File: src/rtl/mc_core_pkg.sv
// Shared opcodes, sequencer states and memory-request encodings for the mc_core_p multicycle core.
package mc_core_pkg;

   localparam logic [2:0] OP_LD   = 3'd0;
   localparam logic [2:0] OP_ST   = 3'd1;
   localparam logic [2:0] OP_NOP  = 3'd2;
   localparam logic [2:0] OP_SET  = 3'd3;
   localparam logic [2:0] OP_ADD  = 3'd4;
   localparam logic [2:0] OP_BNZ  = 3'd5;
   localparam logic [2:0] OP_HALT = 3'd6;
   localparam logic [2:0] OP_ILL  = 3'd7;

   localparam logic [1:0] RW_IDLE = 2'd0;
   localparam logic [1:0] RW_RD   = 2'd1;
   localparam logic [1:0] RW_WT   = 2'd2;

   typedef enum logic [2:0] {
      FETCH = 3'd0,
      EXE   = 3'd1,
      MEM   = 3'd2,
      HALT  = 3'd3,
      ERR   = 3'd4
   } state_t;

   function automatic logic [31:0] sat_inc32(input logic [31:0] v);
      if (v == 32'hFFFF_FFFF) return v;
      else return v + 32'd1;
   endfunction

endpackage

File: src/rtl/mc_regfile.sv
// NREG x DATA_W register file: one synchronous write port, one combinational read port, cleared on reset.
module mc_regfile
   import mc_core_pkg::*;
#(
   parameter int unsigned DATA_W = 32'd16,
   parameter int unsigned NREG   = 32'd4,
   localparam int unsigned REG_AW = $clog2(NREG)
) (
   input  logic              clk,
   input  logic              reset,
   input  logic              we,
   input  logic [REG_AW-1:0] waddr,
   input  logic [DATA_W-1:0] wdata,
   input  logic [REG_AW-1:0] raddr,
   output logic [DATA_W-1:0] rdata
);

   logic [DATA_W-1:0] regs_r [NREG];

   // register storage with synchronous clear
   always_ff @(posedge clk) begin
      if (reset) begin
         for (int i = 0; i < int'(NREG); i++) regs_r[i] <= '0;
      end else if (we) begin
         regs_r[waddr] <= wdata;
      end
   end

   assign rdata = regs_r[raddr];

endmodule

File: src/rtl/mc_core_p.sv
// Multicycle FETCH/EXE/MEM/HALT/ERR core with memory-wait timeout.
// Optional MC_CORE_PERF_CNT_EN adds saturating retired/stall_cyc counters.
module mc_core_p
   import mc_core_pkg::*;
#(
   parameter int unsigned DATA_W      = 32'd16,
   parameter int unsigned ADDR_W      = 32'd16,
   parameter int unsigned NREG        = 32'd4,
   parameter int unsigned PC_W        = 32'd8,
   parameter int unsigned IMM_W       = 32'd16,
   parameter int unsigned MEM_TIMEOUT = 32'd255,
   localparam int unsigned REG_AW     = $clog2(NREG),
   localparam int unsigned INS_W      = 32'd3 + REG_AW + IMM_W
) (
   input  logic              clk,
   input  logic              reset,
   input  logic [INS_W-1:0]  ins,
   output logic [PC_W-1:0]   pc,
   output logic [DATA_W-1:0] data,
   output logic              halted,
   output logic              error,
   output logic [1:0]        mem_rw,
   output logic [ADDR_W-1:0] mem_addr,
   output logic [DATA_W-1:0] mem_wdata,
   input  logic              mem_rd_done,
   input  logic              mem_wt_done,
   input  logic [DATA_W-1:0] mem_rdata
`ifdef MC_CORE_PERF_CNT_EN
   ,
   output logic [31:0]       retired,
   output logic [31:0]       stall_cyc
`endif
);

   localparam int unsigned WAIT_W = (MEM_TIMEOUT > 32'd1) ? $clog2(MEM_TIMEOUT + 32'd1) : 32'd1;

   state_t              state_r, state_nxt_s;
   logic [INS_W-1:0]    ir_r, ir_nxt_s;
   logic [PC_W-1:0]     pc_r, pc_nxt_s;
   logic [DATA_W-1:0]   data_r, data_nxt_s;
   logic [1:0]          mem_rw_r, mem_rw_nxt_s;
   logic [ADDR_W-1:0]   mem_addr_r, mem_addr_nxt_s;
   logic [DATA_W-1:0]   mem_wdata_r, mem_wdata_nxt_s;
   logic [WAIT_W-1:0]   wait_r, wait_nxt_s, wait_inc_s;
   logic                halted_r, error_r;

   logic [2:0]          op_s;
   logic [REG_AW-1:0]   rd_s;
   logic [IMM_W-1:0]    imm_s;
   logic [DATA_W-1:0]   imm_data_s, rf_rdata_s, rf_wdata_s;
   logic                rf_we_s, done_s, timeout_s;

   assign op_s       = ir_r[INS_W-1 -: 3];
   assign rd_s       = ir_r[IMM_W +: REG_AW];
   assign imm_s      = ir_r[IMM_W-1:0];
   assign imm_data_s = DATA_W'(imm_s);
   assign done_s     = (op_s == OP_LD) ? mem_rd_done : mem_wt_done;
   assign wait_inc_s = wait_r + WAIT_W'(1'b1);
   // expiry only counts when the matching done is absent; done on the same cycle wins
   assign timeout_s  = (MEM_TIMEOUT != 32'd0) && (wait_inc_s == WAIT_W'(MEM_TIMEOUT));

   mc_regfile #(.DATA_W(DATA_W), .NREG(NREG)) u_regfile (
      .clk   (clk),
      .reset (reset),
      .we    (rf_we_s),
      .waddr (rd_s),
      .wdata (rf_wdata_s),
      .raddr (rd_s),
      .rdata (rf_rdata_s)
   );

   // state and datapath registers
   always_ff @(posedge clk) begin
      if (reset) begin
         state_r     <= FETCH;
         ir_r        <= '0;
         pc_r        <= '0;
         data_r      <= '0;
         mem_rw_r    <= RW_IDLE;
         mem_addr_r  <= '0;
         mem_wdata_r <= '0;
         wait_r      <= '0;
         halted_r    <= 1'b0;
         error_r     <= 1'b0;
      end else begin
         state_r     <= state_nxt_s;
         ir_r        <= ir_nxt_s;
         pc_r        <= pc_nxt_s;
         data_r      <= data_nxt_s;
         mem_rw_r    <= mem_rw_nxt_s;
         mem_addr_r  <= mem_addr_nxt_s;
         mem_wdata_r <= mem_wdata_nxt_s;
         wait_r      <= wait_nxt_s;
         halted_r    <= (state_nxt_s == HALT);
         error_r     <= (state_nxt_s == ERR);
      end
   end

   // next-state decode
   always_comb begin
      state_nxt_s = state_r;
      case (state_r)
         FETCH: state_nxt_s = EXE;
         EXE: begin
            case (op_s)
               OP_LD, OP_ST:                    state_nxt_s = MEM;
               OP_NOP, OP_SET, OP_ADD, OP_BNZ:  state_nxt_s = FETCH;
               OP_HALT:                         state_nxt_s = HALT;
               default:                         state_nxt_s = ERR;
            endcase
         end
         MEM: begin
            if (done_s)         state_nxt_s = FETCH;
            else if (timeout_s) state_nxt_s = ERR;
            else                state_nxt_s = MEM;
         end
         HALT:    state_nxt_s = HALT;
         ERR:     state_nxt_s = ERR;
         default: state_nxt_s = ERR;
      endcase
   end

   // datapath next values and register-file write
   always_comb begin
      ir_nxt_s        = ir_r;
      pc_nxt_s        = pc_r;
      data_nxt_s      = data_r;
      mem_rw_nxt_s    = mem_rw_r;
      mem_addr_nxt_s  = mem_addr_r;
      mem_wdata_nxt_s = mem_wdata_r;
      wait_nxt_s      = wait_r;
      rf_we_s         = 1'b0;
      rf_wdata_s      = '0;
      case (state_r)
         FETCH: begin
            ir_nxt_s     = ins;
            pc_nxt_s     = pc_r + PC_W'(1'b1);
            mem_rw_nxt_s = RW_IDLE;
         end
         EXE: begin
            case (op_s)
               OP_LD: begin
                  mem_rw_nxt_s   = RW_RD;
                  mem_addr_nxt_s = ADDR_W'(imm_s);
                  wait_nxt_s     = '0;
               end
               OP_ST: begin
                  mem_rw_nxt_s    = RW_WT;
                  mem_addr_nxt_s  = ADDR_W'(imm_s);
                  mem_wdata_nxt_s = rf_rdata_s;
                  wait_nxt_s      = '0;
               end
               OP_SET: begin
                  rf_we_s    = 1'b1;
                  rf_wdata_s = imm_data_s;
                  data_nxt_s = imm_data_s;
               end
               OP_ADD: begin
                  rf_we_s    = 1'b1;
                  rf_wdata_s = rf_rdata_s + imm_data_s;
                  data_nxt_s = rf_rdata_s + imm_data_s;
               end
               OP_BNZ: begin
                  if (rf_rdata_s != {DATA_W{1'b0}}) pc_nxt_s = PC_W'(imm_s);
                  else                              pc_nxt_s = pc_r;
               end
               default: mem_rw_nxt_s = RW_IDLE;
            endcase
         end
         MEM: begin
            if (done_s) begin
               mem_rw_nxt_s = RW_IDLE;
               if (op_s == OP_LD) begin
                  rf_we_s    = 1'b1;
                  rf_wdata_s = mem_rdata;
                  data_nxt_s = mem_rdata;
               end else begin
                  rf_we_s = 1'b0;
               end
            end else if (timeout_s) begin
               mem_rw_nxt_s = RW_IDLE;
            end else begin
               wait_nxt_s = wait_inc_s;
            end
         end
         default: mem_rw_nxt_s = RW_IDLE;
      endcase
   end

   assign pc        = pc_r;
   assign data      = data_r;
   assign halted    = halted_r;
   assign error     = error_r;
   assign mem_rw    = mem_rw_r;
   assign mem_addr  = mem_addr_r;
   assign mem_wdata = mem_wdata_r;

`ifdef MC_CORE_PERF_CNT_EN
   logic [31:0] retired_r, stall_cyc_r;
   logic        retire_s, stall_s;

   assign retire_s = ((state_r == EXE) || (state_r == MEM)) && (state_nxt_s == FETCH);
   assign stall_s  = (state_r == MEM) && !done_s;

   // saturating performance counters
   always_ff @(posedge clk) begin
      if (reset) begin
         retired_r   <= 32'd0;
         stall_cyc_r <= 32'd0;
      end else begin
         if (retire_s) retired_r   <= sat_inc32(retired_r);
         if (stall_s)  stall_cyc_r <= sat_inc32(stall_cyc_r);
      end
   end

   assign retired   = retired_r;
   assign stall_cyc = stall_cyc_r;
`endif

endmodule

File: config.mk
export PLATFORM = sky130hd
export DESIGN_NAME = mc_core_p
export DESIGN_NICKNAME = d
export VERILOG_FILES = /design/src/rtl/mc_core_pkg.sv /design/src/rtl/mc_regfile.sv /design/src/rtl/mc_core_p.sv
export SDC_FILE = /design/constraint.sdc
export NUM_CORES = 1
export LEC_CHECK = 0
export BUFFER_PORTS_ARGS = -buffer_cell sky130_fd_sc_hd__buf_4
export CORE_MARGIN = 5
export CORE_UTILIZATION = 45
export DETAILED_ROUTE_END_ITERATION = 10
export PLACE_DENSITY_LB_ADDON = 0.1
export RECOVER_POWER = 100
export SLEW_MARGIN = 15
export SYNTH_ARGS = -nofsm -noshare
export SYNTH_HDL_FRONTEND = slang
export SYNTH_SLANG_ARGS = --single-unit
File: constraint.sdc
create_clock -name clk -period 4.3 [get_ports clk]
set_input_delay 0.43 -clock clk [delete_from_list [all_inputs] [get_ports clk]]
set_output_delay 0.43 -clock clk [all_outputs]
set_load 0.03 [all_outputs]
==> flow_metrics.py <==
metrics = {
    "sta": {
        "rsz0062_at_grt": "false",
        "post-route-period-util_pct": 88.8,
        "slew_violations": 0,
        "tightest_slew_ps": 1250,
        "timing.fmax_mhz": 262,
        "hold_viol_final": 0,
        "fin_tns_setup_ps": 0,
        "whs_ps": 252,
        "setup_slack_ps": 483,
        "finalCriticalPeriod_ps": 3820,
        "final-setup-viol-count": 0,
        "fin_skew_ps": 9.80,
        "relSlewSlack_pct": 16.3,
    },
    "floorplanning": {
        "die_area_sq_um": 18900,
        "ioPinCount": 101,
        "rows": 46,
        "die-height_um": 137,
        "initial_utilization_pct": 46.0,
        "core_region_area_sq_um": 15900,
        "die_w_um": 137,
    },
    "critical_path": {
        "cp_slowest_cell": "clkbuf_1",
        "r2r_start": "ir_r[18]$_SDFFE_PP0P_",
        "rr_worst_depth": 8,
        "critPathLaunchType": "flop",
        "cp-end-kind": "flop",
        "crit_path_cell_trace": "nor3_1, nand2_1, o21ai_0, nand2_1, or3_1, buf_4, nand2_1, clkbuf_1",
        "cp_common_cell": "nand2_1",
        "slowest_delay_ps": 810,
        "critPathRequiredTime_ps": 4340,
        "critPathKind": "reg2reg",
        "crit_start": "ir_r[18]$_SDFFE_PP0P_",
        "crit_arrival_ps": 3850,
        "r2r_slack_ps": 480,
        "cp_max_fo": 17,
        "timing.rr.end": "u_regfile.regs_r[0][6]$_SDFFCE_PN0P_",
    },
    "synthesis": {
        "synthFlopType": "dfxtp_1",
        "syn_area_sq_um": 7300,
        "ys_ff_latch": 158,
        "yosysWarnings": 0,
        "synth_top_area_cell": "edfxtp_1",
        "yosys-top-cells-area": "edfxtp_1 (26%), dfxtp_1 (26%), nand2_1 (7.8%)",
        "netlist_instances": 768,
        "synth_xor_area_share_pct": 1.80,
        "synth_top_family_by_area": "simple AND/OR/NAND/NOR gates",
        "avgSynthCellArea_sq_um": 9.50,
        "async_reset_ff_share_pct": 0,
        "synth_fa_ha_area_share_pct": 3.70,
        "synth_edf_count": 64,
        "yosysTopAreaCellShare_pct": 26.3,
        "ys_seq_area_share_pct": 52.1,
        "synth_compound_area_share_pct": 15.4,
        "syn_nets": 830,
        "yosys.area_share.simple_pct": 18.8,
        "synth.mux.area_fraction_pct": 5.07,
        "synthDistinctLibCells": 60,
    },
    "run": {
        "maxCapViolCount": 0,
    },
    "min_path": {
        "hp-class": "in2reg",
        "min_path_cells": 3,
        "hold_path_end": "ir_r[20]$_SDFFE_PP0P_",
        "min_from": "ins[20]",
    },
    "finish": {
        "antenna_cells": 0,
        "seq_area_sq_um": 3800,
        "postLayoutCellArea_sq_um": 8590,
        "final_cells": 1091,
        "final_util_pct": 54.1,
        "final_nets": 925,
        "fillers": 1508,
        "layout_common_cells": "nand2_1 (152), a21oi_1 (101), dfxtp_1 (94)",
        "syn_to_final_growth_pct": 17.7,
        "multi_input_area_sq_um": 3260,
        "drive_gt1_share_pct": 11.8,
        "final_common_cell": "nand2_1",
    },
    "power": {
        "peakVddDrop_mv": 0.306,
        "p_leak_nw": 3.11,
        "p_per_area_nw_per_um2": 527,
        "p_int_mw": 2.97,
        "comb_power_share_pct": 26.6,
        "net-switching-power_mw": 1.55,
        "pwr-share-clk_pct": 32.5,
        "p_total_mw": 4.53,
        "seq_power_share_pct": 40.9,
        "p_sw_share_pct": 34.3,
    },
    "global_routing": {
        "grt_usage_pct": 23.5,
        "grt_pass1_wl_um": 33300,
        "antenna_found_initial": 0,
        "grt_max_degree": 83,
        "grt_remaining_overflow": 0,
        "grt_pass1_vias": 5884,
    },
    "placed_design": {
        "place_ws_ps": 693,
        "placed_cells": 1060,
        "dpl_cell_area_sq_um": 8270,
        "dp_hpwl_um": 15400,
        "portBuffers": 100,
        "gp_congestion": 0.898,
    },
    "clock_tree": {
        "insertion_delay_ps": 430,
        "htreeDepth": 4,
        "cts_setup_buffers": 0,
        "cts_buffers": 17,
        "hold_buffers": 0,
        "ctsResizeCount": 0,
        "clock_sinks": 158,
        "cts_buffer_depth": 2,
        "cts_tree": "built",
        "clk_pin_slew_ps": 60,
        "cts-root-buf": "clkbuf_16",
    },
    "route": {
        "viasPerCell": 5.65,
        "wirelength_um": 21500,
        "routedWlPerCell_um": 19.8,
        "vias": 6163,
        "drt_pass1_iterations": 8,
        "postRouteAntennaNets": 0,
        "first_iter_violations": 577,
        "drc": 0,
    },
    "outcome": {
        "status": "finished clean",
    },
}
==> worst max-delay path: cells and delay by family, from the launching register on <==
kind                   cells  cell delay, ps
flip-flops                 1             370
AO/OA/AOI/OAI              1             480
buffers and inverters      2            1030
AND/OR/NAND/NOR            5            1540
==> Yosys cell counts (all sizes together), types with 6 or more instances <==
cell type / n
a21oi: 101
a222oi: 9
nand3: 8
inv: 17
mux4: 16
nor2: 93
xnor2: 10
o21ai: 27
nor3: 12
a31oi: 6
or3: 12
a211oi: 6
nand2: 152
dfxtp: 94
ha: 20
clkbuf: 28
buf: 11
edfxtp: 64
==> metal layers <==
metal | global-route usage, % | vias to the layer above | part of all wire [%] | routed length (um)
li1 | - | 2923 | - | -
met1 | 33.5 | 2968 | 45 | 9760
met2 | 36.1 | 242 | 45 | 9700
met3 | 4.97 | 30 | 7.8 | 1680
met4 | 7.54 | 0 | 1.9 | 414
met5 | 0 | - | 0 | 0
==> cell type report <==
class	count	area share [%]
well taps	216	3.15
clock inverters	9	0.918
clock buffers	22	5.78
multi-input cells	554	37.9
repair buffers	115	7.21
flip-flops and latches	158	44.3
inverters	17	0.743
==> registers in the layout, indices dropped and copies added, names as in the netlist, 2 cells and up, named ones only <==
register          count
mem_addr             16
state_r               3
wait_r                8
data                 16
mem_rw                2
pc                    8
u_regfile.regs_r     64
ir_r                 21
mem_wdata            16
==> kinds of logic after synthesis <==
family | after synthesis
flip-flops | 158
AND/OR/NAND/NOR | 316
multiplexers | 17
buffers and inverters | 56
AO/OA/AOI/OAI | 185
adder cells (fa/ha/maj) | 21
XOR/XNOR | 15
==> power by group through the flow <==
stage	Clock, mW	Sequential [mW]	Combinational [mW]
6_report	1.47	1.85	1.21
5_1_grt	1.56	1.87	1.33
4_1_cts	1.49	1.85	1.26
3_5_place_dp	0	1.88	1.25
3_3_place_gp	0	1.88	1.24
2_1_floorplan	0	1.92	0.798
==> how the worst max path moves through the flow <==
stage               cells past startpoint                               endpoint
floorplan                              11  u_regfile.regs_r[0][14]$_SDFFCE_PN0P_
global placement                       10  u_regfile.regs_r[0][14]$_SDFFCE_PN0P_
detailed placement                     11  u_regfile.regs_r[2][10]$_SDFFCE_PN0P_
CTS                                    10  u_regfile.regs_r[0][14]$_SDFFCE_PN0P_
global route                            8  u_regfile.regs_r[0][15]$_SDFFCE_PN0P_
finish                                  8   u_regfile.regs_r[0][6]$_SDFFCE_PN0P_
(Power assumes the default switching activity.)
